### src/rtl/ace_pkg.sv
// Shared definitions for the Jupiter Ace snapshot loader: FSM state encoding
// and default values for the loader parameters.
package ace_pkg;

  // LIT: raw/literal bytes, MARK: waiting for run count, VAL: waiting for run
  // value, RUN: expanding a run (host throttled), END: end-of-data seen,
  // HOLD: machine kept in reset after the download has finished.
  typedef enum logic [2:0] {
    ST_IDLE = 3'd0,
    ST_LIT  = 3'd1,
    ST_MARK = 3'd2,
    ST_VAL  = 3'd3,
    ST_RUN  = 3'd4,
    ST_END  = 3'd5,
    ST_HOLD = 3'd6
  } state_e;

  localparam logic [15:0] BASE_ADDR_DEF   = 16'h2000;
  localparam logic [7:0]  MARKER_DEF      = 8'hED;
  localparam logic [7:0]  SNAP_INDEX_DEF  = 8'h01;
  localparam int          HOLD_CYCLES_DEF = 64;

endpackage

### src/rtl/ace_snapshot_loader.sv
// Sequences an ioctl download into Jupiter Ace memory. Snapshot files are
// run-length expanded (MARKER, count, value; count 0 terminates the data),
// any other file index is copied byte for byte from BASE_ADDR upwards.
//
// Handshake: the host may present a byte (ioctl_wr pulse with ioctl_dout)
// in any cycle where ioctl_wait is low; ioctl_wait is high exactly while a
// run is being written, and a strobe during that window is dropped and
// flagged in load_err. Every memory write is a one-cycle loader_wr pulse with
// loader_addr/loader_data valid in the same cycle.
module ace_snapshot_loader
  import ace_pkg::*;
#(
  parameter logic [15:0] BASE_ADDR   = BASE_ADDR_DEF,
  parameter logic [7:0]  MARKER      = MARKER_DEF,
  parameter logic [7:0]  SNAP_INDEX  = SNAP_INDEX_DEF,
  parameter int          HOLD_CYCLES = HOLD_CYCLES_DEF
) (
  input  logic        clk_sys,
  input  logic        reset,
  input  logic        ioctl_download,
  input  logic [7:0]  ioctl_index,
  input  logic        ioctl_wr,
  input  logic [7:0]  ioctl_dout,
  output logic        ioctl_wait,
  output logic        loader_en,
  output logic [15:0] loader_addr,
  output logic [7:0]  loader_data,
  output logic        loader_wr,
  output logic        loader_reset,
  output logic        load_done,
  output logic        load_err
);

  localparam logic [15:0] HOLD_LAST = 16'(HOLD_CYCLES - 1);

  state_e      state_q, state_d;
  logic [15:0] addr_q, addr_d;     // next destination address
  logic        full_q, full_d;     // 16'hFFFF already written
  logic        rle_q, rle_d;       // current download is a snapshot
  logic        err_q, err_d;
  logic        dl_q;               // previous ioctl_download for rise detect
  logic        wr_q, wr_d;
  logic [15:0] waddr_q, waddr_d;
  logic [7:0]  wdata_q, wdata_d;
  logic [7:0]  cnt_q, cnt_d;       // run writes still to issue
  logic [7:0]  val_q, val_d;       // run value
  logic [15:0] hold_q, hold_d;
  logic        done_q, done_d;

  logic        dl_rise;
  logic        start_req;
  logic        hold_req;
  logic        wr_req;
  logic [7:0]  wr_byte;

  assign dl_rise = ioctl_download & ~dl_q;

  // State and datapath registers.
  always_ff @(posedge clk_sys) begin
    if (reset) begin
      state_q <= ST_IDLE;
      addr_q  <= BASE_ADDR;
      full_q  <= 1'b0;
      rle_q   <= 1'b0;
      err_q   <= 1'b0;
      dl_q    <= 1'b0;
      wr_q    <= 1'b0;
      waddr_q <= 16'h0000;
      wdata_q <= 8'h00;
      cnt_q   <= 8'h00;
      val_q   <= 8'h00;
      hold_q  <= 16'h0000;
      done_q  <= 1'b0;
    end else begin
      state_q <= state_d;
      addr_q  <= addr_d;
      full_q  <= full_d;
      rle_q   <= rle_d;
      err_q   <= err_d;
      dl_q    <= ioctl_download;
      wr_q    <= wr_d;
      waddr_q <= waddr_d;
      wdata_q <= wdata_d;
      cnt_q   <= cnt_d;
      val_q   <= val_d;
      hold_q  <= hold_d;
      done_q  <= done_d;
    end
  end

  // Next-state logic: byte decoding, run expansion, hold timing and the
  // shared memory-write path.
  always_comb begin
    state_d   = state_q;
    addr_d    = addr_q;
    full_d    = full_q;
    rle_d     = rle_q;
    err_d     = err_q;
    wr_d      = 1'b0;
    waddr_d   = waddr_q;
    wdata_d   = wdata_q;
    cnt_d     = cnt_q;
    val_d     = val_q;
    hold_d    = hold_q;
    done_d    = 1'b0;
    start_req = 1'b0;
    hold_req  = 1'b0;
    wr_req    = 1'b0;
    wr_byte   = ioctl_dout;

    case (state_q)
      ST_IDLE: begin
        if (dl_rise) start_req = 1'b1;
      end
      ST_LIT: begin
        // A byte arriving together with the download fall is still taken;
        // the fall is seen again next cycle because it is level-checked.
        if (ioctl_wr) begin
          if (rle_q && ioctl_dout == MARKER) state_d = ST_MARK;
          else                               wr_req  = 1'b1;
        end else if (!ioctl_download) begin
          hold_req = 1'b1;
        end
      end
      ST_MARK: begin
        if (ioctl_wr) begin
          if (ioctl_dout == 8'h00) begin
            state_d = ST_END;
          end else begin
            cnt_d   = ioctl_dout;
            state_d = ST_VAL;
          end
        end else if (!ioctl_download) begin
          hold_req = 1'b1;
          err_d    = 1'b1;
        end
      end
      ST_VAL: begin
        // First run write is issued straight from the value byte.
        if (ioctl_wr) begin
          val_d   = ioctl_dout;
          cnt_d   = cnt_q - 8'd1;
          wr_req  = 1'b1;
          state_d = ST_RUN;
        end else if (!ioctl_download) begin
          hold_req = 1'b1;
          err_d    = 1'b1;
        end
      end
      ST_RUN: begin
        if (ioctl_wr) err_d = 1'b1;
        if (cnt_q != 8'd0) begin
          wr_req  = 1'b1;
          wr_byte = val_q;
          cnt_d   = cnt_q - 8'd1;
        end else if (ioctl_download) begin
          state_d = ST_LIT;
        end else begin
          hold_req = 1'b1;
        end
      end
      ST_END: begin
        if (!ioctl_download) hold_req = 1'b1;
      end
      ST_HOLD: begin
        if (dl_rise) begin
          start_req = 1'b1;
        end else if (hold_q == HOLD_LAST) begin
          state_d = ST_IDLE;
          done_d  = 1'b1;
        end else begin
          hold_d = hold_q + 16'd1;
        end
      end
      default: state_d = ST_IDLE;
    endcase

    if (start_req) begin
      state_d = ST_LIT;
      rle_d   = (ioctl_index == SNAP_INDEX);
      addr_d  = BASE_ADDR;
      full_d  = 1'b0;
      err_d   = 1'b0;
      hold_d  = 16'h0000;
    end

    if (hold_req) begin
      state_d = ST_HOLD;
      hold_d  = 16'h0000;
    end

    // Writes stop after 16'hFFFF instead of wrapping into ROM space.
    if (wr_req) begin
      if (full_q) begin
        err_d = 1'b1;
      end else begin
        wr_d    = 1'b1;
        waddr_d = addr_q;
        wdata_d = wr_byte;
        if (addr_q == 16'hFFFF) full_d = 1'b1;
        else                    addr_d = addr_q + 16'd1;
      end
    end
  end

  assign ioctl_wait   = (state_q == ST_RUN);
  assign loader_en    = (state_q != ST_IDLE);
  assign loader_reset = (state_q != ST_IDLE);
  assign loader_addr  = waddr_q;
  assign loader_data  = wdata_q;
  assign loader_wr    = wr_q;
  assign load_done    = done_q;
  assign load_err     = err_q;

endmodule

### config.mk
export PLATFORM = sky130hd
export DESIGN_NAME = ace_snapshot_loader
export DESIGN_NICKNAME = d
export VERILOG_FILES = /design/src/rtl/ace_pkg.sv /design/src/rtl/ace_snapshot_loader.sv
export SDC_FILE = /design/constraint.sdc
export NUM_CORES = 1
export LEC_CHECK = 0
export ABC_AREA = 1
export BUFFER_PORTS_ARGS = -buffer_cell sky130_fd_sc_hd__buf_2
export CORE_AREA = 5 5 105 107
export DETAILED_ROUTE_END_ITERATION = 7
export DIE_AREA = 0 0 110 112
export GPL_ROUTABILITY_DRIVEN = 0
export HOLD_SLACK_MARGIN = 0.02
export PLACE_DENSITY = 0.62
export SLEW_MARGIN = 5
export SYNTH_ARGS = -nofsm -noshare
export SYNTH_HDL_FRONTEND = slang
export SYNTH_SLANG_ARGS = --single-unit
### constraint.sdc
create_clock -name clk_sys -period 2 [get_ports clk_sys]
set_clock_uncertainty 0.1 [all_clocks]
set_input_delay 0 -clock clk_sys [delete_from_list [all_inputs] [get_ports clk_sys]]
set_output_delay 0 -clock clk_sys [all_outputs]
set_load 0.01 [all_outputs]
==> flow_metrics.tcl <==
set metrics [dict create \
    status "finished clean" \
    viasPerCell 4.936 \
    vdd_drop_max_mv 0.4375 \
    boundaryPins 50 \
    combinationalPowerShare_pct 36.6 \
    place.port_buffers 49 \
    wire_per_inst_um 12.32 \
    syn_inst 649 \
    cp.required_ns 2.15 \
    htree_levels 3 \
    p_leak_nw 2.311 \
    ant_nets 0 \
    crit_fanout 12 \
    clockBufferDepth 2 \
    drt-met1-wl_mm 5.025 \
    yosysSeqAreaShare_pct 37.00 \
    power.internal_mw 3.473 \
    ys.warnings.count 0 \
    initial_utilization_pct 43.63 \
    vias 4260 \
    synth_top_cell_area_share_pct 37.00 \
    clk_pin_slew_ns 0.09 \
    maxCapViolCount 0 \
    ys_async_sr_fraction_pct 0 \
    place_ws_ns -0.03597 \
    num_rows 37 \
    drt-initial-drc-count 184 \
    timing.final.max_slew_violations 0 \
    highest_layer "met4" \
    drive_above_1_share_pct 17.88 \
    drt_pass1_iterations 5 \
    worstPathArrival_ns 2.02 \
    area_growth_pct 19.84 \
    drc 0 \
    cts_inserted_buffers 9 \
    tightest_slew_ns 0.4419 \
    grt_pass1_vias 3876 \
    met2_length_mm 4.985 \
    die_h_um 112 \
    cts_tree "yes" \
    grt_overflow 0 \
    synth_area_mm2 0.004383 \
    synth_nets 673 \
    layout_min_cycle_time_ns 1.874 \
    setup_violations 0 \
    clock-sinks 81 \
    startpoint_type "flop" \
    grt_pass1_wl_mm 17.89 \
    fp.dieArea_mm2 0.01232 \
    syn_area_per_cell_um2 6.753 \
    insertedDiodeCount 0 \
    power_mw 5.501 \
    core_area_mm2 0.01005 \
    antenna_found_initial 0 \
    die_x_um 110 \
    p_switching_mw 2.028 \
    yosysMostFrequentCell "nand2_1" \
    grt_max_degree 55 \
    p_per_area_mw_per_mm2 1047 \
    synthTopCellsByCount "120 x nand2_1, 110 x nor2_1, 81 x dfxtp_1" \
    ys_ff_latch 81 \
    p_seq_share_pct 37.0 \
    clkLatencyLatePin_ns 0.35 \
    synth_largest_area_cell "dfxtp_1" \
    layout.nets 746 \
    hold_violations 0 \
    hold_path_class "flop to flop" \
    wl_met3_um 490 \
    synthFlopType "dfxtp_1" \
    fmax_ghz 0.5336 \
    gr-usage-all-layers_pct 17.64 \
    critPathCaptureType "flop" \
    critical_path_class "flop to flop" \
    rrSetupSlack_ns 0.13 \
    pwr-share-clk_pct 26.4 \
    fin_ws_ns 0.1259 \
    hpwl_mm 7.610 \
    slew_headroom_pct 70.47 \
    yosysUniqueCellTypes 38 \
    period_share_pct 93.71 \
    drt-total-wl_mm 10.63 \
    synth_edf_count 0 \
    root_buffer "clkbuf_8" \
    swShare_pct 36.86 \
    synthTopCellsByArea "dfxtp_1 37%, nand2_1 10%, nor2_1 9.4%" \
]
## power groups by stage
stage | Clock, mW | Combinational (mW) | Sequential [mW]
floorplan | 0 | 1.38 | 2.11
global placement | 0 | 1.87 | 2.06
detailed placement | 0 | 1.89 | 2.07
CTS | 1.49 | 1.93 | 2.03
global route | 1.56 | 2.27 | 2.07
finish | 1.45 | 2.01 | 2.04
## cell usage in the layout, fill, tap and decap left out, types with 2 or more instances in the layout
cell | netlist | routed
nor3_1 | 14 | 14
clkinv_1 | 2 | 2
xnor2_1 | 3 | 3
buf_12 | 0 | 2
inv_2 | 8 | 8
o21ai_0 | 58 | 58
inv_6 | 0 | 2
nor2_4 | 5 | 6
nor2_1 | 110 | 110
nor2_2 | 4 | 3
nor4_1 | 3 | 3
nor3_4 | 2 | 3
dfxtp_1 | 81 | 78
a21oi_1 | 39 | 38
nand2_4 | 4 | 3
a21oi_2 | 2 | 3
nand3_1 | 32 | 32
nand2_1 | 120 | 120
inv_1 | 74 | 74
dlygate4sd3_1 | 0 | 17
nand4_1 | 14 | 14
buf_2 | 4 | 49
nand2_2 | 6 | 6
ha_1 | 4 | 3
nor3_2 | 3 | 2
nand3_2 | 6 | 6
xor2_1 | 4 | 4
dfxtp_2 | 0 | 3
clkbuf_8 | 0 | 9
o21ai_1 | 19 | 19
bufinv_16 | 0 | 3
buf_4 | 4 | 15
## state kept, by name (all words and copies together), names as in the netlist
name	flops
rle_q	1
state_q	3
addr_q	16
load_err	1
loader_wr	1
cnt_q	8
dl_q	1
loader_data	8
val_q	8
load_done	1
full_q	1
hold_q	16
loader_addr	16
## stage by stage
step           std cells  hold WS (ns)  utilization [%]  cell area (µm²)   TNS, ns
2_1_floorplan        649       0.05270                -             4383         0
3_3_place_gp         825        0.1917            47.44             4766         0
3_5_place_dp         825        0.1924            47.44             4766   -0.1739
4_1_cts              858        0.3494            51.59             5182         0
5_1_grt              863        0.3655            52.29             5253  -0.01241
6_report             863        0.3450            52.29             5253         0
## critical path, cell delays in order, from the launching register on
cell and delay (ns):
dfxtp_1 0.36, inv_1 0.10, ha_1 0.22, nand2_2 0.09
nor2_4 0.05, nor2_4 0.13, a21oi_4 0.05, nand2_4 0.14
nand2_4 0.12, buf_12 0.17, nor3_1 0.15, nor2_1 0.07
## timing repair
action,4_1_cts,5_1_grt
setup buffers,0,5
hold buffers,17,0
pin swaps,0,2
endpoints found under the hold margin,17,0
gates resized for setup,1,10
setup endpoints to repair,6,33
## layout make-up
class	instances	area [µm²]
Inverter	85	326.6
Clock buffer	10	127.6
Multi-Input combinational cell	461	2311
Fill cell	1018	4793
Timing Repair Buffer	84	579.3
Tap cell	136	170.2
Clock inverter	6	112.6
Sequential cell	81	1625
## metal layers
| metal | up-vias | global-route usage, % |
|---|---|---|
| met5 | - | 0 |
| met4 | 0 | 5.237 |
| met3 | 16 | 3.536 |
| met2 | 89 | 28.28 |
| met1 | 1922 | 23.79 |
| li1 | 2233 | - |
## final timing paths
path | cells past startpoint | endpoint | startpoint
worst max-delay path | 11 | addr_q[14]$_SDFF_PP0_ | cnt_q[0]$_SDFFE_PP0P_
worst min-delay path | 2 | val_q[6]$_SDFFE_PP0P_ | val_q[6]$_SDFFE_PP0P_
worst max register to register | 11 | addr_q[14]$_SDFF_PP0_ | cnt_q[0]$_SDFFE_PP0P_
worst min register to register | 2 | val_q[6]$_SDFFE_PP0P_ | val_q[6]$_SDFFE_PP0P_
## cells by family (layout without fill, tap and decap cells)
group	Yosys count	in the layout	synth area share, %
DFF	81	81	37.00
AOI/OAI and AO/OA	123	123	14.73
adders and majority gates	4	4	1.142
buffers and inverters	107	185	10.88
xor gates and xnor gates	7	7	1.399
and+or+nand+nor	327	327	34.86
No activity file was read; power rests on OpenSTA's default activity.
